--- config.mk ---
export PLATFORM = sky130hd
export DESIGN_NAME = uart_rx_flat
export DESIGN_NICKNAME = d
export VERILOG_FILES = /design/src/rtl/uart_rx_if.sv /design/src/rtl/uart_rx.sv /design/src/flat_wrapper.sv
export SDC_FILE = /design/constraint.sdc
export NUM_CORES = 1
export LEC_CHECK = 0
export ABC_CLOCK_PERIOD_IN_PS = 3300
export CORE_ASPECT_RATIO = 0.9
export CORE_MARGIN = 8
export CORE_UTILIZATION = 31
export DETAILED_ROUTE_END_ITERATION = 16
export GPL_ROUTABILITY_DRIVEN = 0
export GPL_TIMING_DRIVEN = 1
export PLACE_DENSITY = 0.45
export SYNTH_ARGS = -nofsm -noshare
export SYNTH_HDL_FRONTEND = slang
export SYNTH_SLANG_ARGS = --single-unit
--- constraint.sdc ---
create_clock -name clk -period 3.3 [get_ports clk]
set_input_delay 0.33 -clock clk [delete_from_list [all_inputs] [get_ports clk]]
set_output_delay 0.33 -clock clk [all_outputs]
set_load 0.01 [all_outputs]
--- src/rtl/uart_rx_if.sv ---
`default_nettype none
// ============================================================================
//  Module      : uart_rx_if
//  Description : Serial input, tick and received-word signals of uart_rx.
//  Revision    : 1.0 - initial release
// ============================================================================
interface uart_rx_if #(
  parameter int D_BIT = 8
);
  logic             s_tick;
  logic             rx;
  logic [D_BIT-1:0] dout;
  logic             rx_done_tick;
  logic             frame_err;
  logic             par_err;
  logic             busy;

  modport master (
    output s_tick, rx,
    input  dout, rx_done_tick, frame_err, par_err, busy
  );

  modport slave (
    input  s_tick, rx,
    output dout, rx_done_tick, frame_err, par_err, busy
  );
endinterface
`default_nettype wire

--- src/rtl/uart_rx.sv ---
`default_nettype none
// ============================================================================
//  Module      : uart_rx
//  Description : 16x-oversampled UART receiver, optional parity, framing check.
//  Revision    : 1.0 - initial release
// ============================================================================
module uart_rx #(
  parameter int D_BIT   = 8,
  parameter int SB_TICK = 16,
  parameter int PAR_EN  = 0,
  parameter int PAR_ODD = 0
) (
  input  wire logic  clk,
  input  wire logic  rst,
  uart_rx_if.slave   bus
);

  typedef enum logic [2:0] {
    IDLE   = 3'd0,
    START  = 3'd1,
    DATA   = 3'd2,
    PARITY = 3'd3,
    STOP   = 3'd4
  } state_e;

  localparam logic [4:0] C_STOP_LAST = 5'(SB_TICK - 1);
  localparam logic [3:0] C_N_LAST    = 4'(D_BIT - 1);
  localparam logic       C_PAR_ON    = (PAR_EN != 0);
  localparam logic       C_PAR_ODD   = (PAR_ODD != 0);

  state_e           state_q;
  logic [1:0]       sync_q;
  logic [4:0]       s_q;
  logic [3:0]       n_q;
  logic [D_BIT-1:0] b_q;
  logic             p_q;
  logic             pbit_q;
  logic [D_BIT-1:0] dout_q;
  logic             done_q;
  logic             ferr_q;
  logic             perr_q;
  logic             busy_q;
  logic             rx_s;

  assign rx_s = sync_q[1];

  always_ff @(posedge clk or negedge rst) begin
    if (!rst) begin
      state_q <= IDLE;
      sync_q  <= 2'b11;
      s_q     <= '0;
      n_q     <= '0;
      b_q     <= '0;
      p_q     <= 1'b0;
      pbit_q  <= 1'b0;
      dout_q  <= '0;
      done_q  <= 1'b0;
      ferr_q  <= 1'b0;
      perr_q  <= 1'b0;
      busy_q  <= 1'b0;
    end else begin
      sync_q <= {sync_q[0], bus.rx};
      done_q <= 1'b0;
      case (state_q)
        IDLE: begin
          if (!rx_s) begin
            state_q <= START;
            s_q     <= '0;
            p_q     <= 1'b0;
            busy_q  <= 1'b1;
          end
        end
        START: begin
          if (bus.s_tick) begin
            if (s_q == 5'd7) begin
              s_q <= '0;
              // A high line at mid start bit was only a glitch.
              if (!rx_s) begin
                state_q <= DATA;
                n_q     <= '0;
              end else begin
                state_q <= IDLE;
                busy_q  <= 1'b0;
              end
            end else begin
              s_q <= s_q + 5'd1;
            end
          end
        end
        DATA: begin
          if (bus.s_tick) begin
            if (s_q == 5'd15) begin
              s_q <= '0;
              b_q <= {rx_s, b_q[D_BIT-1:1]};
              p_q <= p_q ^ rx_s;
              if (n_q == C_N_LAST) begin
                state_q <= C_PAR_ON ? PARITY : STOP;
              end else begin
                n_q <= n_q + 4'd1;
              end
            end else begin
              s_q <= s_q + 5'd1;
            end
          end
        end
        PARITY: begin
          if (bus.s_tick) begin
            if (s_q == 5'd15) begin
              s_q     <= '0;
              pbit_q  <= rx_s;
              state_q <= STOP;
            end else begin
              s_q <= s_q + 5'd1;
            end
          end
        end
        STOP: begin
          if (bus.s_tick) begin
            if (s_q == C_STOP_LAST) begin
              s_q     <= '0;
              state_q <= IDLE;
              busy_q  <= 1'b0;
              dout_q  <= b_q;
              done_q  <= 1'b1;
              ferr_q  <= ~rx_s;
              perr_q  <= C_PAR_ON & (p_q ^ pbit_q ^ C_PAR_ODD);
            end else begin
              s_q <= s_q + 5'd1;
            end
          end
        end
        default: begin
          state_q <= IDLE;
          busy_q  <= 1'b0;
        end
      endcase
    end
  end

  assign bus.dout         = dout_q;
  assign bus.rx_done_tick = done_q;
  assign bus.frame_err    = ferr_q;
  assign bus.par_err      = perr_q;
  assign bus.busy         = busy_q;

endmodule
`default_nettype wire

--- src/flat_wrapper.sv ---
// flat-port wrapper written by rule: the top's interface ports become plain ports
module uart_rx_flat 
#(
  parameter int D_BIT   = 8,
  parameter int SB_TICK = 16,
  parameter int PAR_EN  = 0,
  parameter int PAR_ODD = 0
)
  (clk, rst, bus_s_tick, bus_rx, bus_dout, bus_rx_done_tick, bus_frame_err, bus_par_err, bus_busy);
  uart_rx_if #(.D_BIT(D_BIT)) bus_i ();
  input  wire logic clk;
  input  wire logic rst;
  input wire logic [$bits(bus_i.s_tick)-1:0] bus_s_tick;
  input wire logic [$bits(bus_i.rx)-1:0] bus_rx;
  output wire logic [$bits(bus_i.dout)-1:0] bus_dout;
  output wire logic [$bits(bus_i.rx_done_tick)-1:0] bus_rx_done_tick;
  output wire logic [$bits(bus_i.frame_err)-1:0] bus_frame_err;
  output wire logic [$bits(bus_i.par_err)-1:0] bus_par_err;
  output wire logic [$bits(bus_i.busy)-1:0] bus_busy;
  assign bus_i.s_tick = bus_s_tick;
  assign bus_i.rx = bus_rx;
  assign bus_dout = bus_i.dout;
  assign bus_rx_done_tick = bus_i.rx_done_tick;
  assign bus_frame_err = bus_i.frame_err;
  assign bus_par_err = bus_i.par_err;
  assign bus_busy = bus_i.busy;
  uart_rx #(.D_BIT(D_BIT), .SB_TICK(SB_TICK), .PAR_EN(PAR_EN), .PAR_ODD(PAR_ODD)) u_core (.clk(clk), .rst(rst), .bus(bus_i));
endmodule
# [Word level (Yosys, flattened, before mapping)]
# Cells that the tools add are included.
[op_classes] n_addsub=2 n_mul=0 div=0 n_lt_le_gt_ge=0 eq_ne=21 shift=0 mux=35 bitwise_logic=2 reduce_logical=11
[ops] op="3-bit 2-to-1 mux" n=10
[ops] op="5-bit 2-to-1 mux" n=5
[ops] op="4-bit 2-to-1 mux" n=6
[ops] op="3-bit case mux with 5 select lines" n=1
[ops] op="5-bit case mux with 3 select lines" n=1
[ops] op="2-bit by 1-bit inequality test with 1-bit output (second input constant)" n=7
[ops] op="2-bit inequality test (second input constant)" n=7
[ops] op="7-bit AND reduction" n=2
[ops] op="10-bit AND reduction" n=1
[ops] op="1-bit 2-to-1 mux" n=9
[ops] op="4-bit case mux with 2 select lines" n=1
[ops] op="3-bit by 2-bit equality test with 1-bit output (second input constant)" n=2
[ops] op="3-bit AND reduction" n=2
[ops] op="5-bit by 1-bit adder with 5-bit output (second input constant)" n=1
[ops] op="5-bit by 3-bit equality test with 1-bit output (second input constant)" n=1
[ops] op="5-bit by 4-bit equality test with 1-bit output (second input constant)" n=1
[ops] op="4-bit by 1-bit adder with 4-bit output (second input constant)" n=1
[ops] op="4-bit by 3-bit equality test with 1-bit output (second input constant)" n=1
[ops] op="1-bit case mux with 4 select lines" n=1
[ops] op="4-bit AND reduction" n=1
[ops] op="3-bit by 1-bit equality test with 1-bit output (second input constant)" n=1
[ops] op="3-bit equality test (second input constant)" n=1
[ops] op="3-bit logical NOT" n=1
[ops] op="3-bit nonzero test" n=1
[ops] op="other kinds (5)" n=6
[totals] ff_bits=33 latch_bits=0 ramBits=0 romBits=0 inputBits=4 out_inout_bits=12 word_cells=80 n_memories=0

# [Longest topological paths before layout]
# Gate-level depths: netlist of run 1.
[logic_depth] ltp_word=5 depth_mapped=8 depth_no_buf=7

# [Worst setup path after synthesis of run 1]
# No wires, ideal clock.
[synth_path] path_kind="reg2reg" start="register u_core.s_q[0]" end="register u_core.s_q[4]" arrival_ns=1.532 t_required_ns=3.223 slack_ns=1.690 path_stages_with_launch=8 n_path_buf=1 synth_period_minus_slack_ns=1.610 path_cell_list="dfrtp_1 > ha_1 > buf_2 > nand3_1 > ha_1 > nor4b_1 > o21ai_0 > a21oi_1"
[synth_via] elab_chain_len=4 word_cells_on_any_way=8
[synth_rtl] element="start, declared" line="uart_rx.sv:33" text="logic [4:0] s_q;"
[synth_rtl] element="start signal, assigned" line="uart_rx.sv:86" text="s_q <= s_q + 5'd1;"
[synth_rtl] element="start signal, assigned" line="uart_rx.sv:102" text="s_q <= s_q + 5'd1;"
[synth_rtl] element="start signal, assigned" line="uart_rx.sv:113" text="s_q <= s_q + 5'd1;"
[synth_rtl] element="5-bit by 1-bit adder with 5-bit output, or another cell as far along"
[synth_rtl] element="5-bit 2-to-1 mux, on equally long branches"
[synth_rtl] element="5-bit 2-to-1 mux, on equally long branches" line="uart_rx.sv:118, uart_rx.sv:74"
[synth_rtl] element="5-bit case mux with 3 select lines *" line="uart_rx.sv:64" text="case (state_q)"
# Mark *: on every way between the ends. The rest lies on a longest branch, timed or not. The select of a mux whose other input is x is not followed.
# A chain may end at the register's enable or synchronous reset.

# [Worst setup path after layout of run 1]
[layout_path] start="register u_core.state_q[2]" end="register u_core.s_q[0]"
[layout_via] elab_chain_len=4 word_cells_on_any_way=12
[layout_rtl] element="start, declared" line="uart_rx.sv:31" text="state_e state_q;"
[layout_rtl] element="start signal, assigned" line="uart_rx.sv:97" text="state_q <= C_PAR_ON ? PARITY : STOP;"
[layout_rtl] element="3-bit by 2-bit equality test with 1-bit output or 3-bit equality test (tied branches)" line="uart_rx.sv:64"
[layout_rtl] element="3-bit OR reduction (no line)"
[layout_rtl] element="2-bit by 1-bit inequality test with 1-bit output (no line) or 3-bit nonzero test (tied branches)"
[layout_rtl] element="4-bit AND reduction (no line)"
# Parallel ways exist; a longest one is shown, timed or not.

==> impl_metrics.yaml, run 1 <==
detailed_routing:
  wl_per_cell_um: 15.5
  wl_um: 3580
  drtAntennaViolNets: 0
  drt_iter0_drc: 95
  drc: 0
  vias_per_cell: 5.03
  drtPass1Iterations: 4
  via_count: 1163
critical_path:
  crit_fanout: 19
  crit_arrival_ps: 2090
  criticalPathCategory: "reg2reg"
  r2r_setup_slack_ps: 1380
  required_ps: 3470
  crit_path_end_kind: "flip-flop"
  r2r_start: "u_core.state_q[2]"
  r2r-end: "u_core.s_q[0]"
  r2r_cells: 4
  start_kind: "flip-flop"
synth:
  synth_seq_cells: 33
  synth-edff-count: 0
  synthFlopType: "dfrtp_1"
  synth_async_sr_flop_share: 1.00
  ys_seq_area_frac: 0.479
  syn-num-nets: 156
  synth_cell_types: 55
  avgSynthCellArea_um2: 11.6
  ys_warn_count: 0
  syn_inst: 149
  synth_area_um2: 1730
clock_tree:
  cts_made_buffers: 5
  cts_root_buf: "clkbuf_8"
  cts_tree: "done"
  cts_resized: 0
  cts_setup_buffers: 0
  clk_pin_slew_ps: 80
  cts_hold_buf: 0
  tritoncts_num_sinks: 33
  cts_buffer_depth: 2
  htree_levels: 2
  clock_latency_ps: 290
floorplanning:
  die-area_um2: 8230
  die_h_um: 86.9
  io_pins: 16
  core-area_um2: 5320
  initial_core_util: 0.325
  die_w_um: 94.7
  num_rows: 25
sta:
  finalHoldViolations: 0
  final.period_utilization: 0.583
  fmaxAchievable_mhz: 520
  drv_slew: 0
  slew_headroom: 0.564
  rsz0062_at_grt: "false"
  tns_ps: 0
  fin_worst_skew_ps: 13.9
  worst_slew_pin_slew_ps: 654
  setup_viol: 0
  layout_min_cycle_time_ps: 1920
cells_and_area:
  layout-drive-gt1-share: 0.250
  final_core_util: 0.381
  antenna_cells: 0
  fin_nets: 170
  final_design_area_no_fill_um2: 2020
  layout.cells.non_filler: 231
  syn2layout_area_growth_pct: 17.1
power:
  clkPwrFrac: 0.287
  p_seq_frac: 0.420
  power_leakage_nw: 0.894
  power_frac_comb: 0.293
  ir_worst_vdd_uv: 331
  net-switching-power_w: 0.000478
  swShare: 0.353
  internal_power_w: 0.000875
  powerDensity_nw_per_um2: 668
place:
  postPlaceCellArea_um2: 1910
  place_hpwl_um: 2520
  dp_cells: 223
  port_buffers: 14
grt:
  grt_pass1_vias: 1160
  antenna_found_initial: 0
  globalRouteTotalUtil: 0.0943
  grt-ovfl-total: 0
  grt_max_degree: 34
  grt_pass1_wl_um: 6040
hold_path:
  min_from: "u_core.sync_q[0]"
  holdPathEnd: "u_core.sync_q[1]"
  hold_path_class: "reg2reg"
  min_path_cells: 0
status:
  status: "completed"
job:
  maxCapViolCount: 0
## registers in the layout, indices dropped and copies added (netlist names)
| register | count |
|---|---|
| u_core.bus.dout | 8 |
| u_core.b_q | 8 |
| u_core.bus.frame_err | 1 |
| u_core.bus.rx_done_tick | 1 |
| u_core.s_q | 5 |
| u_core.sync_q | 2 |
| u_core.n_q | 4 |
| u_core.state_q | 3 |
| u_core.bus.busy | 1 |
## cell type report
type                       count  area (um^2)
fill                         527         3290
multi-input combinational    103          831
sequential                    33          828
timing repair buffer          15          148
tap                           67         83.8
clock buffer                   5         68.8
clock inverter                 3         46.3
inverter                       5         18.8
## worst max path at each step
stage | from | end | slack (ps) | cells past startpoint
finish | u_core.state_q[2] | u_core.s_q[0] | 1380 | 4
global route | u_core.s_q[1] | u_core.s_q[4] | 1250 | 6
CTS | u_core.s_q[0] | u_core.s_q[3] | 1380 | 5
detailed placement | bus_s_tick | u_core.bus.dout[0] | 1140 | 5
global placement | bus_s_tick | u_core.bus.dout[4] | 1180 | 5
floorplan | u_core.s_q[0] | u_core.s_q[4] | 1690 | 7
## cells in the final DEF (no fill, tap or decap), types with 2 or more instances in the layout
cell type / synthesis / layout
mux2i_1: 2 / 2
nor3b_1: 2 / 2
inv_1: 5 / 5
a21oi_1: 6 / 6
o21ai_0: 5 / 5
clkdlybuf4s50_1: 0 / 14
nand3_1: 4 / 4
ha_1: 3 / 3
nor2_1: 5 / 5
nor4_1: 2 / 2
or3b_1: 2 / 2
dfrtp_1: 31 / 31
mux2_2: 17 / 17
nor2b_1: 2 / 2
nor3_1: 3 / 3
nand3b_1: 2 / 2
dfstp_2: 2 / 2
or3_1: 2 / 2
a31oi_1: 2 / 2
clkbuf_8: 0 / 5
and3_1: 3 / 3
nand2_1: 9 / 9
## Yosys cell counts, drive strengths merged, types with 2 or more instances
| master | count | area (um^2) |
|---|---|---|
| or3b | 3 | 28.8 |
| ha | 3 | 37.5 |
| nor3b | 3 | 33.8 |
| nand3b | 2 | 15.0 |
| buf | 8 | 51.3 |
| mux2 | 17 | 191 |
| a21oi | 6 | 30.0 |
| o21ai | 7 | 38.8 |
| dfrtp | 31 | 776 |
| nor4 | 2 | 12.5 |
| a22oi | 2 | 20.0 |
| a31oi | 2 | 12.5 |
| nand2 | 9 | 33.8 |
| inv | 5 | 18.8 |
| or3 | 2 | 12.5 |
| nor2 | 7 | 45.1 |
| dfstp | 2 | 52.6 |
| nor2b | 2 | 12.5 |
| and3 | 3 | 18.8 |
| nand3 | 5 | 37.5 |
| mux2i | 2 | 20.0 |
| nor3 | 3 | 15.0 |
| nand4 | 2 | 27.5 |
## power groups by stage
| stage | clock network, W | registers [W] | logic (W) |
|---|---|---|---|
| 2_1_floorplan | 0 | 0.000517 | 0.000365 |
| 3_3_place_gp | 0 | 0.000571 | 0.000391 |
| 3_5_place_dp | 0 | 0.000575 | 0.000398 |
| 4_1_cts | 0.000404 | 0.000567 | 0.000399 |
| 5_1_grt | 0.000418 | 0.000582 | 0.000448 |
| 6_report | 0.000389 | 0.000568 | 0.000396 |
## through the flow
step,hold slack [ps],setup WS [ps],power (W)
CTS,351,1380,0.00137
global route,356,1250,0.00145
finish,348,1380,0.00135
detailed placement,347,1140,0.000972
global placement,348,1180,0.000962
floorplan,34.4,1690,0.000882
## worst max-delay path, stage by stage, from the launching register on
cell and delay, ps:
dfrtp_1 770, nor2_1 220, o21ai_1 390, a22oi_2 150
mux2_2 280
## layer usage
| layer | wire, um | track usage | up-vias | part of all wire |
|---|---|---|---|---|
| li1 | - | - | 576 | - |
| met1 | 1790 | 0.126 | 565 | 0.50 |
| met2 | 1580 | 0.136 | 17 | 0.44 |
| met3 | 160 | 0.0328 | 5 | 0.045 |
| met4 | 48 | 0.0340 | 0 | 0.013 |
| met5 | 0 | 0 | - | 0 |
## cells by family after synthesis
group                      after synthesis  synth area share
buffers and inverters                   13            0.0405
muxes                                   19             0.122
xor gates and xnor gates                 1           0.00507
adders and majority gates                3            0.0217
and+or+nand+nor                         51             0.208
other                                    1           0.00217
AOI/OAI and AO/OA                       28             0.121
DFF                                     33             0.479
Note: power is estimated with default switching activity, not from simulation.
==> run 2: changes to the inputs <==
- ABC_CLOCK_PERIOD_IN_PS: 3300 -> 2000
- clock period: 3.3 -> 2 ns (I/O delays scaled with it)
==> run 2 against run 1 <==
  * Clock-buffer cell count grew 1
  * Die area is the same
  * Register-to-register slack lost 1100 ps
  * Worst setup slack worse by 1100 ps
  * Final cell count grew 3.0%
  * Power grew 70%
  * First-iteration DRC count is 46% lower
  * Largest cell class unchanged
==> impl_metrics.yaml, run 2 (synthesized netlist as in run 1, its figures left out) <==
power:
  clkPwrFrac: 0.284
  p_seq_frac: 0.386
  powerDensity_nw_per_um2: 1110
  internal_power_w: 0.00152
  power_frac_comb: 0.330
  power_w: 0.00231
  swShare: 0.340
  power_leakage_nw: 0.931
  net-switching-power_w: 0.000785
  ir_worst_vdd_uv: 573
detailed_routing:
  wl_per_cell_um: 15.3
  drc: 0
  drtPass1Iterations: 4
  vias_per_cell: 5.05
  wl_um: 3640
  drt_iter0_drc: 51
  drtAntennaViolNets: 0
  via_count: 1201
critical_path:
  crit_end: "u_core.n_q[0]"
  crit_arrival_ps: 1950
  critPathMaxStageDelay_ps: 580
  required_ps: 2190
  path_delay_family: "simple AND/OR/NAND/NOR gates"
  r2r_setup_slack_ps: 230
  r2r_start: "u_core.state_q[2]"
  crit_cells: 4
  r2r_cells: 4
  crit_fanout: 15
  r2r-end: "u_core.n_q[0]"
  start_kind: "flip-flop"
  cp-startpoint: "u_core.state_q[2]"
  slowest_stage: "dfrtp_1"
  crit_path_end_kind: "flip-flop"
  path_buf_inv: 0
  criticalPathCategory: "reg2reg"
  crit_chain: "nor3b_4 -> nand4_4 -> or3_1 -> o21ai_0"
clock_tree:
  cts_tree: "done"
  cts_resized: 0
  clock_latency_ps: 280
  clk_pin_slew_ps: 70
  cts_root_buf: "clkbuf_8"
  cts_hold_buf: 0
  cts_buffer_depth: 2
  tritoncts_num_sinks: 33
  cts_setup_buffers: 0
  htree_levels: 2
  cts_made_buffers: 5
cells_and_area:
  final_common_cell: "dfrtp_1"
  final_cell_mix: "dfrtp_1, mux2_2, clkdlybuf4s50_1, nand2_1, buf_4"
  syn2layout_area_growth_pct: 20.4
  layout-drive-gt1-share: 0.281
  final_design_area_no_fill_um2: 2080
  layout.cells.non_filler: 238
  fin_nets: 177
  antenna_cells: 0
place:
  port_buffers: 14
  dp_cells: 230
  place_hpwl_um: 2660
  postPlaceCellArea_um2: 1960
sta:
  tns_ps: 0
  fin_worst_skew_ps: 4.71
  setup_viol: 0
  rsz0062_at_grt: "false"
  final.period_utilization: 0.883
  drv_slew: 0
  finalHoldViolations: 0
  fmaxAchievable_mhz: 566
  worst_slew_pin_slew_ps: 537
  slew_headroom: 0.642
  layout_min_cycle_time_ps: 1770
floorplanning:
  num_rows: 25
  io_pins: 16
  die_h_um: 86.9
  core-area_um2: 5320
  initial_core_util: 0.325
  die-area_um2: 8230
  die_w_um: 94.7
job:
  maxCapViolCount: 0
grt:
  grt_pass1_vias: 1193
  grt-ovfl-total: 0
  globalRouteTotalUtil: 0.0943
  grt_pass1_wl_um: 6090
  grt_max_degree: 34
  antenna_found_initial: 0
hold_path:
  hold_path_class: "in2async"
status:
  status: "completed"
==> run 2: cell count changes in the layout (fill, tap and decap cells not counted) <==
cell,delta
clkbuf_8,+1
buf_4,+7
clkinv_4,-1
==> run 2: stage by stage <==
step / utilization / setup slack, ps / hold slack [ps]
final: 0.392 / 234 / 320
after global routing: 0.392 / 115 / 315
after CTS: 0.392 / 221 / 311
after detailed placement: 0.369 / 123 / 348
after global placement: 0.369 / 169 / 348
after floorplan: - / 390 / -95.6
==> run 2: worst min-delay path by stage <==
stage / slack [ps] / to / cells after the start / from
2_1_floorplan: -100 / u_core.b_q[0] / 0 / rst
3_3_place_gp: 350 / u_core.sync_q[1] / 0 / u_core.sync_q[0]
3_5_place_dp: 350 / u_core.sync_q[1] / 0 / u_core.sync_q[0]
4_1_cts: 310 / u_core.sync_q[0] / 1 / bus_rx
5_1_grt: 320 / u_core.sync_q[0] / 1 / bus_rx
6_report: 320 / u_core.s_q[4] / 2 / rst
==> run 2: routing by layer <==
metal / up-vias / wire [um] / global-route usage
li1: 593 / - / -
met1: 589 / 1910 / 0.132
met2: 17 / 1580 / 0.135
met3: 2 / 125 / 0.0267
met4: 0 / 19 / 0.0297
met5: - / 0 / 0
==> run 2: layout make-up <==
| cell class | count | area (um^2) |
|---|---|---|
| fill | 520 | 3240 |
| inverter | 5 | 18.8 |
| tap | 67 | 83.8 |
| clock inverter | 2 | 37.5 |
| clock buffer | 6 | 82.6 |
| sequential | 33 | 828 |
| multi-input combinational | 103 | 831 |
| timing repair buffer | 22 | 200 |
==> run 2: power by group through the flow <==
stage	sequential, W	clock, W	combinational, W
2_1_floorplan	0.000854	0	0.000602
3_3_place_gp	0.000901	0	0.000741
3_5_place_dp	0.000905	0	0.000755
4_1_cts	0.000890	0.000676	0.000761
5_1_grt	0.000912	0.000703	0.000855
6_report	0.000890	0.000654	0.000761
==> run 3: changes to the inputs <==
- ABC_CLOCK_PERIOD_IN_PS: 2000 -> 2200
- CORE_MARGIN: 8 -> default
- clock period: 2 -> 2.2 ns (I/O delays scaled with it)
==> run 3 against run 2 <==
  * Worst setup slack better by 86 ps
  * Clock power decreased by 33%
  * Hold slack better by 19 ps
  * Clock skew decreased by 0.60 ps
  * Power shrank 17%
  * First-iteration DRC count fell by 29%
  * Combinational power fell by 16%
  * Via count is 1.0% higher
  * Critical path type unchanged
  * Critical endpoint is now u_core.n_q[1]
==> impl_metrics.yaml, run 3 (synthesized netlist as in run 1, its figures left out) <==
place:
  port_buffers: 14
  place_hpwl_um: 2490
  postPlaceCellArea_um2: 1930
sta:
  drv_slew: 0
  tns_ps: 0
  rsz0062_at_grt: "false"
  slew_headroom: 0.553
  fmaxAchievable_mhz: 532
  finalHoldViolations: 0
  worst_slew_pin_slew_ps: 670
  fin_worst_skew_ps: 4.11
  setup_viol: 0
  layout_min_cycle_time_ps: 1880
  hold_ws_ps: 339
  final.period_utilization: 0.854
critical_path:
  r2r_cells: 4
  required_ps: 2400
  start_kind: "flip-flop"
  r2r-end: "u_core.n_q[1]"
  crit_end: "u_core.n_q[1]"
  crit_path_end_kind: "flip-flop"
  cp-startpoint: "u_core.state_q[2]"
  crit_chain: "nor3b_4 -> nand4_4 -> o21ai_2 -> mux2i_1"
  r2r_start: "u_core.state_q[2]"
  path_buf_inv: 0
  critPathMaxStageDelay_ps: 620
  criticalPathCategory: "reg2reg"
  path_delay_family: "simple AND/OR/NAND/NOR gates"
  r2r_setup_slack_ps: 320
  crit_fanout: 19
  crit_cells: 4
  crit_arrival_ps: 2080
  slowest_stage: "dfrtp_1"
grt:
  grt-ovfl-total: 0
  grt_pass1_wl_um: 6300
  globalRouteTotalUtil: 0.147
  grt_pass1_vias: 1254
  antenna_found_initial: 0
  grt_max_degree: 34
floorplanning:
  die_w_um: 80.7
  core-area_um2: 5320
  io_pins: 16
  initial_core_util: 0.325
  die-area_um2: 5880
  num_rows: 25
  die_h_um: 72.9
cells_and_area:
  multi_input_area_um2: 833
  final_cell_mix: "dfrtp_1, mux2_2, clkdlybuf4s50_1, nand2_1, a21oi_1"
  final_common_cell: "dfrtp_1"
  final_core_util: 0.379
  antenna_cells: 0
  fill_cells: 545
  fin_nets: 173
  syn2layout_area_growth_pct: 16.6
  layout-drive-gt1-share: 0.257
  register_area_um2: 828
  final_design_area_no_fill_um2: 2020
clock_tree:
  tritoncts_num_sinks: 33
  cts_root_buf: "clkbuf_8"
  cts_tree: "done"
  clock_latency_ps: 280
  clk_pin_slew_ps: 60
  cts_made_buffers: 5
  cts_resized: 0
  cts_buffer_depth: 2
  htree_levels: 2
  cts_hold_buf: 0
  cts_setup_buffers: 0
detailed_routing:
  drt_iter0_drc: 36
  vias_per_cell: 5.18
  via_count: 1213
  drc: 0
  drtPass1Iterations: 5
  drtAntennaViolNets: 0
  wl_per_cell_um: 15.2
  wl_um: 3560
job:
  maxCapViolCount: 0
power:
  power_w: 0.00192
  ir_worst_vdd_uv: 467
  powerDensity_nw_per_um2: 952
  power_leakage_nw: 0.894
status:
  status: "completed"
hold_path:
  hold_path_class: "in2async"
## run 3: per-stage QoR
| step | std cells | setup WS (ps) |
|---|---|---|
| 6_report | 234 | 321 |
| 4_1_cts | 234 | 259 |
| 3_3_place_gp | 226 | 289 |
| 5_1_grt | 234 | 166 |
| 2_1_floorplan | 149 | 590 |
| 3_5_place_dp | 226 | 220 |
## run 3: final cells by class
class                      instances  share of cell area
clock buffer                       7              0.0379
clock inverter                     1             0.00248
inverter                           5             0.00931
multi-input combinational        103               0.413
sequential                        33               0.411
tap                               67              0.0416
timing repair buffer              18              0.0844
## run 3: worst reg2reg max path, cell delays in order (launching register included)
cell	delay (ps)
dfrtp_1	620
nor3b_4	400
nand4_4	250
o21ai_2	310
mux2i_1	210
## run 3: worst min path at each step
stage                     startpoint               end  slack [ps]  cells past startpoint
global placement    u_core.sync_q[0]  u_core.sync_q[1]         350                      0
detailed placement  u_core.sync_q[0]  u_core.sync_q[1]         350                      0
global route                  bus_rx  u_core.sync_q[0]         340                      1
floorplan                        rst     u_core.b_q[0]         -80                      0
finish                           rst     u_core.n_q[2]         340                      2
CTS                           bus_rx  u_core.sync_q[0]         330                      1
## run 3: power by group
part | internal, W | switching, W
clock | 0.000222 | 0.000215
combinational | 0.000296 | 0.000340
sequential | 0.000698 | 0.000147
total | 0.00122 | 0.000703
## run 3: metal layers
layer  vias up  track usage  share of wire
li1        583            -              -
met1       597        0.211           0.53
met2        26        0.204           0.43
met3         7       0.0413          0.031
met4         0       0.0615          0.017
met5         -            0              0
==> variant 1, RTL diff (config.mk and constraints of run 2) <==
`PAR_EN` is set to 0 in 2 places; all go to 1.
--- a/src/rtl/uart_rx.sv
+++ b/src/rtl/uart_rx.sv
@@ -7,7 +7,7 @@
 module uart_rx #(
   parameter int D_BIT   = 8,
   parameter int SB_TICK = 16,
-  parameter int PAR_EN  = 0,
+  parameter int PAR_EN  = 1,
   parameter int PAR_ODD = 0
 ) (
   input  wire logic  clk,
--- a/src/flat_wrapper.sv
+++ b/src/flat_wrapper.sv
@@ -3,7 +3,7 @@
 #(
   parameter int D_BIT   = 8,
   parameter int SB_TICK = 16,
-  parameter int PAR_EN  = 0,
+  parameter int PAR_EN  = 1,
   parameter int PAR_ODD = 0
 )
   (clk, rst, bus_s_tick, bus_rx, bus_dout, bus_rx_done_tick, bus_frame_err, bus_par_err, bus_busy);
Formal check against the unedited RTL: no difference found for any inputs over 10 cycles, from zero or initial values and one cycle with rst low; that may be too few to reach the edited logic, so the function may still have changed.
==> variant 1 against run 2 <==
  * Routed wire length increased by 18%
  * Utilization decreased by 0.35 points
  * Non-clock buffer count increased by 4
  * Setup slack got worse by 120 ps
  * Worst hold slack improved by 5.0 ps
  * Sequential cell count increased by 3
  * Power increased by 20%
  * Cell area increased by 15%
  * Area after synthesis increased by 15%
  * Critical path type unchanged
  * Largest power group is now combinational cells
==> variant 1: results (changes against run 2) <==
<table>
<tr><th>Metric</th><th>Value</th></tr>
<tr><th colspan="2">Critical path</th></tr>
<tr><td>Largest stage delay, worst path</td><td>620 ps (+40 ps)</td></tr>
<tr><td>Crit Path Max Fanout</td><td>11 (-4)</td></tr>
<tr><td>WP data arrival</td><td>2060 ps (+110 ps)</td></tr>
<tr><td>Worst setup startpoint</td><td>u_core.state_q[0]</td></tr>
<tr><th colspan="2">Logic synthesis</th></tr>
<tr><td>Sequential element share of the synthesized area</td><td>45.5% (-2.4 points)</td></tr>
<tr><td>Number of distinct library cell variants in the gate-level netlist after synthesis</td><td>56 (+1.8%)</td></tr>
<tr><td>Area share of the leading cell type in the synthesized netlist</td><td>42.8% (-2.0 points)</td></tr>
<tr><td>Synth cell count leaders</td><td>34 x sky130_fd_sc_hd__dfrtp_1, 17 x sky130_fd_sc_hd__mux2_2, 12 x sky130_fd_sc_hd__nand2_1</td></tr>
<tr><td>Biggest area contributors in the synthesized netlist</td><td>sky130_fd_sc_hd__dfrtp_1 43%, sky130_fd_sc_hd__mux2_2 9.6%, sky130_fd_sc_hd__dfstp_2 2.6%</td></tr>
<tr><td>Synthesized Nets</td><td>185 (+19%)</td></tr>
<tr><th colspan="2">GRT</th></tr>
<tr><td>Initial antenna violation count</td><td>0 (unchanged)</td></tr>
<tr><td>Total GRT Usage</td><td>9.95% (+0.52 points)</td></tr>
<tr><td>Largest net degree at the start of global routing</td><td>37 (+8.8%)</td></tr>
<tr><td>First-pass GRT wire length</td><td>7.52 mm (+23%)</td></tr>
<tr><th colspan="2">STA</th></tr>
<tr><td>Slew at the pin closest to its max-slew limit</td><td>503 ps (-33.6 ps)</td></tr>
<tr><td>Clk_skew</td><td>12.5 ps (+7.76 ps)</td></tr>
<tr><th colspan="2">Placement</th></tr>
<tr><td>Detailed Place HPWL</td><td>3.12 mm (+17%)</td></tr>
<tr><td>Total of buffers placed on input and output ports</td><td>15 (+1)</td></tr>
<tr><td>Total cell area at the placement stage</td><td>2270 sq um (+16%)</td></tr>
<tr><th colspan="2">Detailed routing</th></tr>
<tr><td>Total wirelength of the detailed-routed design</td><td>4.29 mm (+18%)</td></tr>
<tr><td>Total number of vias</td><td>1452 (+21%)</td></tr>
<tr><td>Iter 0 DRT Violations</td><td>33 (-35%)</td></tr>
<tr><th colspan="2">Cells and area</th></tr>
<tr><td>Layout cell share with drive strength beyond 1</td><td>26.7% (-1.3 points)</td></tr>
<tr><td>Final-layout fill cell count</td><td>627 (+21%)</td></tr>
<tr><th colspan="2">Pwr</th></tr>
<tr><td>Maximum resistive drop on vdd</td><td>0.371 mV (-35%)</td></tr>
<tr><th colspan="2">Status</th></tr>
<tr><td>Outcome</td><td>finished, final reports clean</td></tr>
</table>
variant 1: cell types whose count changed after synthesis, sizes merged, moves of 3 or more:
| cell | run 2 | this run |
|---|---|---|
| o211ai | 1 | 5 |
| o21ai | 7 | 11 |
| nor3b | 3 | 7 |
| o2bb2ai | 0 | 3 |
| dfrtp | 31 | 34 |
| and3 | 3 | 0 |
| nand2b | 0 | 4 |
| nand3 | 5 | 10 |
| nand2 | 9 | 13 |
variant 1: cell families (layout without fill, tap and decap cells):
kind of cell,after synthesis,count (layout),synth area share (%)
muxes,19,19,10.9
adders and majority gates,4,4,2.52
xor gates and xnor gates,1,1,0.441
and+or+nand+nor,61,61,19.3
DFF,36,36,45.5
AOI/OAI and AO/OA,42,42,17.1
buffers and inverters,14,39,4.22
variant 1: area by class of cell:
type / instances / area share [%]
timing repair buffer: 26 / 10.3
multi-input combinational: 127 / 41.8
inverter: 5 / 0.787
tap: 87 / 4.56
clock buffer: 5 / 2.88
clock inverter: 3 / 1.78
sequential: 36 / 37.9
variant 1: critical path, delay by kind of cell (launching register included):
family	cells	cell delay [ps]
flops	1	620
compound gates	2	450
mux	1	310
simple gates	1	390
variant 1: layer usage:
layer	vias up	global-route usage (%)	share of wire, %
li1	699	-	-
met1	729	12.3	47
met2	20	16.4	48
met3	4	2.87	3.4
met4	0	2.89	0.79
met5	-	0	0
variant 1: worst paths after layout:
path	end	slack, ps
max in group asynchronous	u_core.sync_q[1]	1300
max reg2reg	u_core.n_q[0]	120
min	u_core.sync_q[0]	320
min in group asynchronous	u_core.bus.dout[2]	330
max	u_core.n_q[0]	120
min reg2reg	u_core.sync_q[1]	360
variant 1: power breakdown:
group / switching (uW) / internal (uW) / total, uW / leakage, uW
Combinational: 546 / 524 / 1070 / 0.000520
Sequential: 197 / 856 / 1050 / 0.000473
Clock: 276 / 369 / 645 / 0.0000541
Total: 1020 / 1750 / 2770 / 0.00105
variant 1: per-stage QoR:
step	instances	util, %	setup slack [ps]	total power (uW)
global route	289	38.8	14.4	2950
floorplan	177	-	309	1860
global placement	281	37.0	180	2110
finish	289	38.8	119	2770
CTS	289	38.8	132	2790
detailed placement	281	37.0	125	2130
==> variant 2, RTL diff (config.mk and constraints of run 2) <==
Made on the original files. Re-encode `state_e` (5 states) as one-hot, 5 bits wide.
--- a/src/rtl/uart_rx.sv
+++ b/src/rtl/uart_rx.sv
@@ -15,12 +15,12 @@
   uart_rx_if.slave   bus
 );
 
-  typedef enum logic [2:0] {
-    IDLE   = 3'd0,
-    START  = 3'd1,
-    DATA   = 3'd2,
-    PARITY = 3'd3,
-    STOP   = 3'd4
+  typedef enum logic [4:0] {
+    IDLE   = 5'b00001,
+    START  = 5'b00010,
+    DATA   = 5'b00100,
+    PARITY = 5'b01000,
+    STOP   = 5'b10000
   } state_e;
 
   localparam logic [4:0] C_STOP_LAST = 5'(SB_TICK - 1);
Check against the original RTL: no difference found for any inputs over 10 cycles, from zero or initial values and one cycle with rst low; not proved beyond that.
==> variant 2 against run 2 <==
  * The flow now finishes with violations (setup timing)
  * Sequential share of layout area rose by 0.85 points
  * Utilization up 0.87 points
  * Setup slack got worse by 250 ps
  * Area after synthesis fell by 2.0%
  * Combinational power decreased by 39%
  * Fmax down 12%
  * Count of clock-buffer cells in the layout is 1 higher
  * Clock skew decreased by 1.0 ps
  * First-iteration DRC count is 73% higher
  * Routed wire length is 0.74% lower
  * Power down 22%
  * Sequential cell count is 1 higher
  * Cell area increased by 1.0%
==> variant 2: results (changes against run 2) <==
<table>
<tr><th>Metric</th><th>Value</th></tr>
<tr><th colspan="2">Status</th></tr>
<tr><td>Outcome</td><td>finished with violations</td></tr>
<tr><td>Violations in the final reports</td><td>setup timing</td></tr>
<tr><th colspan="2">Placement</th></tr>
<tr><td>Total cell area at the placement stage</td><td>1960 sq um (-0.13%)</td></tr>
<tr><th colspan="2">Cells and area</th></tr>
<tr><td>Count of multi-input combinational gates</td><td>132 (+28%)</td></tr>
<tr><td>Layout cell share with drive strength beyond 1</td><td>20.7% (-7.4 points)</td></tr>
<tr><td>NumNets Final</td><td>215 (+21%)</td></tr>
<tr><th colspan="2">GRT</th></tr>
<tr><td>Grt met3 use</td><td>2.71% (+0.033 points)</td></tr>
<tr><td>Largest net degree at the start of global routing</td><td>35 (+2.9%)</td></tr>
<tr><td>Total GRT Usage</td><td>9.43% (about the same)</td></tr>
<tr><td>Vias in the first global route</td><td>1277 (+7.0%)</td></tr>
<tr><th colspan="2">Critical path</th></tr>
<tr><td>Endpoint of the worst setup timing path</td><td>u_core.state_q[2]</td></tr>
<tr><td>Largest stage delay, worst path</td><td>380 ps (-200 ps)</td></tr>
<tr><td>Worst setup startpoint</td><td>u_core.s_q[1]</td></tr>
<tr><th colspan="2">Detailed routing</th></tr>
<tr><td>Ratio of routed vias to standard cells</td><td>4.71 (-6.7%)</td></tr>
<tr><td>Iter 0 DRT Violations</td><td>88 (+73%)</td></tr>
<tr><td>Met2 routed WL</td><td>1.61 mm (+1.6%)</td></tr>
<tr><td>Sum of met3 wire segment lengths after detailed routing</td><td>135 microns (+8.0%)</td></tr>
<tr><th colspan="2">Logic synthesis</th></tr>
<tr><td>Arithmetic-cell share of the synthesized area counting full adders, half adders and majority gates</td><td>2.95% (+0.78 points)</td></tr>
<tr><td>Share of synthesized area spent on multiplexers</td><td>1.92% (-10 points)</td></tr>
<tr><td>Sequential element share of the synthesized area</td><td>50.4% (+2.5 points)</td></tr>
<tr><td>Mean instance size in the synthesized netlist</td><td>9.41 sq um (-19%)</td></tr>
<tr><td>Synthesized Nets</td><td>188 (+21%)</td></tr>
<tr><td>Post-synthesis share of cell area spent on xor and xnor gates</td><td>1.03% (+0.53 points)</td></tr>
<tr><th colspan="2">Worst hold path</th></tr>
<tr><td>Kind of path behind the tightest hold check</td><td>primary input to flop</td></tr>
<tr><th colspan="2">STA</th></tr>
<tr><td>Crit path setup slack, layout</td><td>-12.0 ps (-246 ps)</td></tr>
<tr><td>Worst hold slack after final layout</td><td>333 ps (+13.3 ps)</td></tr>
<tr><td>Number of setup violations in the final report</td><td>1 (+1)</td></tr>
<tr><th colspan="2">Floorplan</th></tr>
<tr><td>Die Footprint</td><td>8090 sq um (-1.7%)</td></tr>
</table>
==> variant 2: cell types whose count changed after synthesis, sizes merged, moves of 2 or more <==
cell / change
mux2: -15
a21oi: +2
nor4: -2
or3: +3
nand2: +48
nand4: -2
nor3b: -2
or3b: -3
nand2b: +3
a21o: +2
nand3: +2
and3: -3
==> variant 2: what timing repair did <==
action | in CTS | in global routing
setup endpoints to repair | 2 | 17
hold buffers | 0 | 0
buffers inserted | 0 | 2
pin swaps | 1 | 3
resized for setup | 3 | 6
==> variant 2: power groups by stage <==
stage,Sequential (uW),Clock [uW],Combinational [uW]
6_report,815,513,463
3_3_place_gp,821,0,415
4_1_cts,812,536,445
2_1_floorplan,798,0,357
3_5_place_dp,825,0,423
5_1_grt,822,570,509
